--- config.mk ---
export PLATFORM = sky130hd
export DESIGN_NAME = ifetch_ctrl
export DESIGN_NICKNAME = d
export VERILOG_FILES = /design/src/rtl/ifetch_ctrl.sv
export SDC_FILE = /design/constraint.sdc
export NUM_CORES = 1
export LEC_CHECK = 0
export CORE_ASPECT_RATIO = 0.5
export CORE_MARGIN = 4
export CORE_UTILIZATION = 48
export DETAILED_ROUTE_END_ITERATION = 8
export GPL_TIMING_DRIVEN = 0
export PLACE_DENSITY = 0.79
export SKIP_LAST_GASP = 1
export SLEW_MARGIN = 20
export SYNTH_ARGS = -nofsm -noshare
export SYNTH_HDL_FRONTEND = slang
export SYNTH_SLANG_ARGS = --single-unit
--- constraint.sdc ---
create_clock -name clk -period 2.2 [get_ports clk]
set_clock_uncertainty 0.1 [all_clocks]
set_input_delay 0.33 -clock clk [delete_from_list [all_inputs] [get_ports clk]]
set_output_delay 0.33 -clock clk [all_outputs]
set_load 0.01 [all_outputs]
--- src/rtl/ifetch_ctrl.sv ---
// Instruction-fetch controller: memory request/ready handshake, IF/ID output
// registers, PC-freeze generation and a one-entry skid buffer for decode stalls.
module ifetch_ctrl #(
  parameter logic [31:0] RESET_PC = 32'h0040_0030
) (
  input  logic        clk,
  input  logic        reset,
  input  logic [31:0] pcfetch,
  input  logic        stalld,
  input  logic        flush,
  output logic        mem_req,
  output logic [31:0] mem_addr,
  input  logic [31:0] mem_rdata,
  input  logic        mem_ready,
  output logic        stallf,
  output logic [31:0] instrd,
  output logic [31:0] pcplus4d,
  output logic        validd,
  output logic [1:0]  dbg_state
);

  localparam logic [1:0] S_IDLE  = 2'd0;
  localparam logic [1:0] S_FETCH = 2'd1;
  localparam logic [1:0] S_HOLD  = 2'd2;

  // Handshake: a read completes on any cycle where mem_req && mem_ready are both
  // high at the rising edge; mem_ready is ignored whenever mem_req is low.
  logic [1:0]  r_state;
  logic [1:0]  w_next_state;
  logic [31:0] r_instrd;
  logic [31:0] r_pcplus4d;
  logic        r_validd;
  logic [31:0] r_skid_instr;
  logic [31:0] r_skid_pc4;
  logic [31:0] w_pc4;
  logic        w_accept;
  logic        w_decode_busy;

  assign w_pc4         = pcfetch + 32'd4;
  assign w_accept      = (r_state == S_FETCH) && mem_ready;
  assign w_decode_busy = stalld && r_validd;

  always_ff @(posedge clk) begin
    if (reset) begin
      r_state <= S_IDLE;
    end else begin
      r_state <= w_next_state;
    end
  end

  always_comb begin
    w_next_state = r_state;
    if (flush) begin
      w_next_state = S_FETCH;
    end else begin
      case (r_state)
        S_IDLE:  w_next_state = S_FETCH;
        S_FETCH: if (mem_ready && w_decode_busy) w_next_state = S_HOLD;
        S_HOLD:  if (!stalld) w_next_state = S_FETCH;
        default: w_next_state = S_IDLE;
      endcase
    end
  end

  always_comb begin
    mem_req   = (r_state == S_FETCH);
    mem_addr  = pcfetch;
    stallf    = !reset && !flush &&
                ((r_state == S_IDLE) || (r_state == S_HOLD) ||
                 ((r_state == S_FETCH) && !mem_ready));
    dbg_state = r_state;
  end

  // A flush kills both the in-flight response and anything parked in the skid.
  always_ff @(posedge clk) begin
    if (reset) begin
      r_instrd     <= 32'd0;
      r_pcplus4d   <= 32'd0;
      r_validd     <= 1'b0;
      r_skid_instr <= 32'd0;
      r_skid_pc4   <= 32'd0;
    end else if (flush) begin
      r_validd     <= 1'b0;
      r_skid_instr <= 32'd0;
      r_skid_pc4   <= 32'd0;
    end else begin
      case (r_state)
        S_FETCH: begin
          if (w_accept && !w_decode_busy) begin
            r_instrd   <= mem_rdata;
            r_pcplus4d <= w_pc4;
            r_validd   <= 1'b1;
          end else if (w_accept) begin
            r_skid_instr <= mem_rdata;
            r_skid_pc4   <= w_pc4;
          end else if (!stalld) begin
            r_validd <= 1'b0;
          end
        end
        S_HOLD: begin
          if (!stalld) begin
            r_instrd   <= r_skid_instr;
            r_pcplus4d <= r_skid_pc4;
            r_validd   <= 1'b1;
          end
        end
        default: ;
      endcase
    end
  end

  assign instrd   = r_instrd;
  assign pcplus4d = r_pcplus4d;
  assign validd   = r_validd;

endmodule

==> results.txt <==
run status - complete, no violations
maximum number of pins on one net before global-route repair - 17
CTS buffer count - 17
number of diodes added for antenna fixing - 0
hold violation count in the final report - 0
period utilization - 97.1%
effective utilization at floorplan - 49.3%
total via count in the routed design - 5994
vias in the first global route - 5787
placement-stage cell area - 7730 um^2
count of placed standard cells including taps - 1069
cell type of the slowest stage on the worst timing path - sky130_fd_sc_hd__or4_4
total die area - 14100 um^2
critical path cell sequence - dlygate4sd2_1, ha_4, nand4_4, or4_4, buf_6, nor4_2, xnor2_1, a221oi_2
Skew-Pair Late Insertion Delay - 410 ps
chip height - 86.1 um
clock tree root driver cell - sky130_fd_sc_hd__clkbuf_16
Min Clock Period, post-route - 2140 ps
Critical Setup Path Class - primary input to flop
mean cell area of the mapped netlist - 7.94 um^2
maximum net fanout on the critical path - 7
maximum clock insertion buffer count - 2
I/O pin count - 170
area added between synthesis and finish - 43.5%
DRC violation count after routing - 0
sequential fraction of the synthesis area - 44.8%
Max IR drop VDD - 487 uV
clock-pin slew of the registers on the worst-case setup and hold paths - 60 ps
total congestion overflow after global routing - 0
number of buffers inserted by hold repair at cts - 0
total routed wirelength - 18100 um
CTS tree - built
RSZ-0062 raised after global routing - true
max-capacitance violation count - 0
worst endpoint data arrival time - 2370 ps
post-synth top area cell - sky130_fd_sc_hd__dfxtp_1
Post-DRT Antenna Nets - 0
number of standard-cell rows in the floorplan - 28
Clock Sinks - 131
remaining max-slew budget at the tightest pin - 54.6%
post-synth top area share - 44.8%
area inside the core boundary - 11900 um^2
first-pass GRT wire length - 28300 um
Final GP Congestion - 0.867
Leakage Power - 3.06 nW
gate family responsible for the most delay along the worst path - simple AND/OR/NAND/NOR gates
number of buffer cells added on primary ports - 167
number of enable flip-flop cells after synthesis - 0
routed length per placed instance - 16.4 um
number of warnings reported in the yosys synthesis log - 0
routed via count divided by cell count - 5.44
startpoint kind of the worst setup timing path - primary input
share of layout cells above drive strength 1 - 11.6%
length of the first detailed-routing pass in iterations - 6
Horiz. Die Dim - 164 um
CTS HTree Levels - 4
HPWL after detailed placement - 12900 um
prevailing post-synth register cell - sky130_fd_sc_hd__dfxtp_1
slowest cell delay on critical path - 550 ps
number of library cell types mapped by synthesis - 49
sort of element at the end of the critical path - flop
Non-Filler Instances - 1102
Cell Area, Synth - 5850 um^2
synthesis-stage register bit count - 131
number of antenna violations at the first check in global routing - 0
cell types with the largest area share after synthesis - sky130_fd_sc_hd__dfxtp_1 45%, sky130_fd_sc_hd__nand2_1 11%, sky130_fd_sc_hd__a21oi_1 6.2%, sky130_fd_sc_hd__a311oi_1 5.2%, sky130_fd_sc_hd__buf_4 4.1%
total global routing track utilization - 25.0%
upper clock frequency limit - 0.468 GHz
Slew Viols, Final - 0
Async S/R FF share, synth - 0%
Setup-failing EPs final - 0
cell area after layout - 8400 um^2
HP Class - primary input to flop
total buffers and inverters traversed by the critical path - 2
number of violations reported at the end of detailed-routing iteration 0 - 590
worst slew pin tran - 676 ps
number of cells produced by synthesis - 737
post-synth net total - 807
Crit path required time - 2430 ps
Cell Pwr Density - 696 nW/um^2
Final Net Count - 994
routing by layer:
layer / vias up / track usage, % / wire length [um]
li1: 2892 / - / -
met1: 2837 / 32.9 / 7920
met2: 243 / 41.1 / 8570
met3: 22 / 5.86 / 1400
met4: 0 / 7.76 / 191
met5: - / 0 / 0
worst min-delay path, cell delays in order:
cell and delay [ps]:
sky130_fd_sc_hd__clkbuf_1 210, sky130_fd_sc_hd__nand2_1 110, sky130_fd_sc_hd__a21oi_1 70
where the power goes:
| group | leakage (nW) | total [W] | switching (W) | internal [W] |
|---|---|---|---|---|
| registers | 1.06 | 0.00247 | 0.0000351 | 0.00243 |
| clock network | 0.264 | 0.00267 | 0.00111 | 0.00156 |
| logic | 1.74 | 0.000709 | 0.000334 | 0.000374 |
repair_timing:
item | 4_1_cts | 5_1_grt
setup buffers | 3 | 1
resized for setup | 29 | 30
endpoints found under the setup margin | 83 | 114
pin swaps | 3 | 1
hold endpoints to repair | 0 | 0
cells by family after synthesis:
family | count (synthesis) | synth area share (%)
buffers and inverters | 97 | 8.44
DFF | 131 | 44.8
xor gates and xnor gates | 27 | 4.04
adders and majority gates | 1 | 0.214
AOI/OAI and AO/OA | 186 | 20.1
muxes | 1 | 0.171
and+or+nand+nor | 294 | 22.2
area by class of cell:
cell class	instances	area [um^2]
Multi-Input combinational cell	509	2790
Timing Repair Buffer	171	1710
Inverter	8	30.0
Buffer	86	485
Sequential cell	131	2630
Fill cell	919	3480
Clock buffer	18	429
Tap cell	165	206
Clock inverter	14	128
stage by stage:
stage	utilization, %	power [W]	setup slack, ps	setup TNS (ps)	hold WS [ps]
2_1_floorplan	-	0.00280	129	0	326
3_3_place_gp	65.1	0.00320	-752	-52310	342
3_5_place_dp	65.1	0.00321	-785	-56160	344
4_1_cts	70.3	0.00585	0.433	0	222
5_1_grt	70.7	0.00602	-33.5	-98.3	295
6_report	70.7	0.00585	64.6	0	253
sequential cells by signal (all words and copies together), names as in the netlist:
name,count
dbg_state,2
instrd,32
pcplus4d,32
r_skid_instr,32
r_skid_pc4,32
validd,1
cell usage after synthesis (3+ instances only):
cell type / number
sky130_fd_sc_hd__a221oi_1: 4
sky130_fd_sc_hd__a22oi_1: 4
sky130_fd_sc_hd__nor2b_1: 3
sky130_fd_sc_hd__nor3_1: 9
sky130_fd_sc_hd__o21ai_0: 36
sky130_fd_sc_hd__xnor2_1: 22
sky130_fd_sc_hd__nor3_2: 3
sky130_fd_sc_hd__o211ai_1: 5
sky130_fd_sc_hd__nand2_1: 172
sky130_fd_sc_hd__o22ai_1: 6
sky130_fd_sc_hd__a21oi_1: 73
sky130_fd_sc_hd__inv_1: 8
sky130_fd_sc_hd__and3_1: 10
sky130_fd_sc_hd__nand4_1: 7
sky130_fd_sc_hd__dfxtp_1: 131
sky130_fd_sc_hd__a311oi_1: 35
sky130_fd_sc_hd__o21a_1: 3
sky130_fd_sc_hd__a211o_1: 3
sky130_fd_sc_hd__xor2_1: 5
sky130_fd_sc_hd__clkbuf_1: 54
sky130_fd_sc_hd__nand3_1: 11
sky130_fd_sc_hd__a211oi_1: 7
sky130_fd_sc_hd__nor2_1: 62
sky130_fd_sc_hd__buf_4: 32
cell usage in the layout (no fill, tap or decap), types with 3 or more instances in the layout:
cell,n
sky130_fd_sc_hd__xor2_1,5
sky130_fd_sc_hd__clkdlybuf4s50_1,154
sky130_fd_sc_hd__a311oi_1,35
sky130_fd_sc_hd__nand4_1,7
sky130_fd_sc_hd__nor3_2,4
sky130_fd_sc_hd__o21ai_0,36
sky130_fd_sc_hd__clkbuf_2,18
sky130_fd_sc_hd__nand2_1,172
sky130_fd_sc_hd__a211o_1,3
sky130_fd_sc_hd__o21a_1,3
sky130_fd_sc_hd__dlymetal6s2s_1,5
sky130_fd_sc_hd__inv_6,5
sky130_fd_sc_hd__a221oi_1,4
sky130_fd_sc_hd__clkinv_2,3
sky130_fd_sc_hd__nor3_1,8
sky130_fd_sc_hd__a21oi_1,73
sky130_fd_sc_hd__clkinvlp_4,4
sky130_fd_sc_hd__clkbuf_4,3
sky130_fd_sc_hd__clkbuf_1,31
sky130_fd_sc_hd__dfxtp_1,129
sky130_fd_sc_hd__o22ai_1,6
sky130_fd_sc_hd__nor2b_1,3
sky130_fd_sc_hd__clkbuf_16,17
sky130_fd_sc_hd__o211ai_1,5
sky130_fd_sc_hd__xnor2_1,22
sky130_fd_sc_hd__and3_1,10
sky130_fd_sc_hd__dlygate4sd2_1,7
sky130_fd_sc_hd__a211oi_1,7
sky130_fd_sc_hd__a22oi_1,4
sky130_fd_sc_hd__nor2_1,62
sky130_fd_sc_hd__nand3_1,10
sky130_fd_sc_hd__buf_4,36
sky130_fd_sc_hd__inv_1,8
path summary, 6_finish.rpt:
kind           startpoint           end  slack [ps]  cells after the start
max            pcfetch[3]  pcplus4d[30]          60                      8
min                stalld  dbg_state[1]         250                      3
max reg2reg  dbg_state[0]  pcplus4d[20]          90                      6
min reg2reg   pcplus4d[6]   pcplus4d[6]         350                      2
No activity file was read; power rests on OpenSTA's default activity.
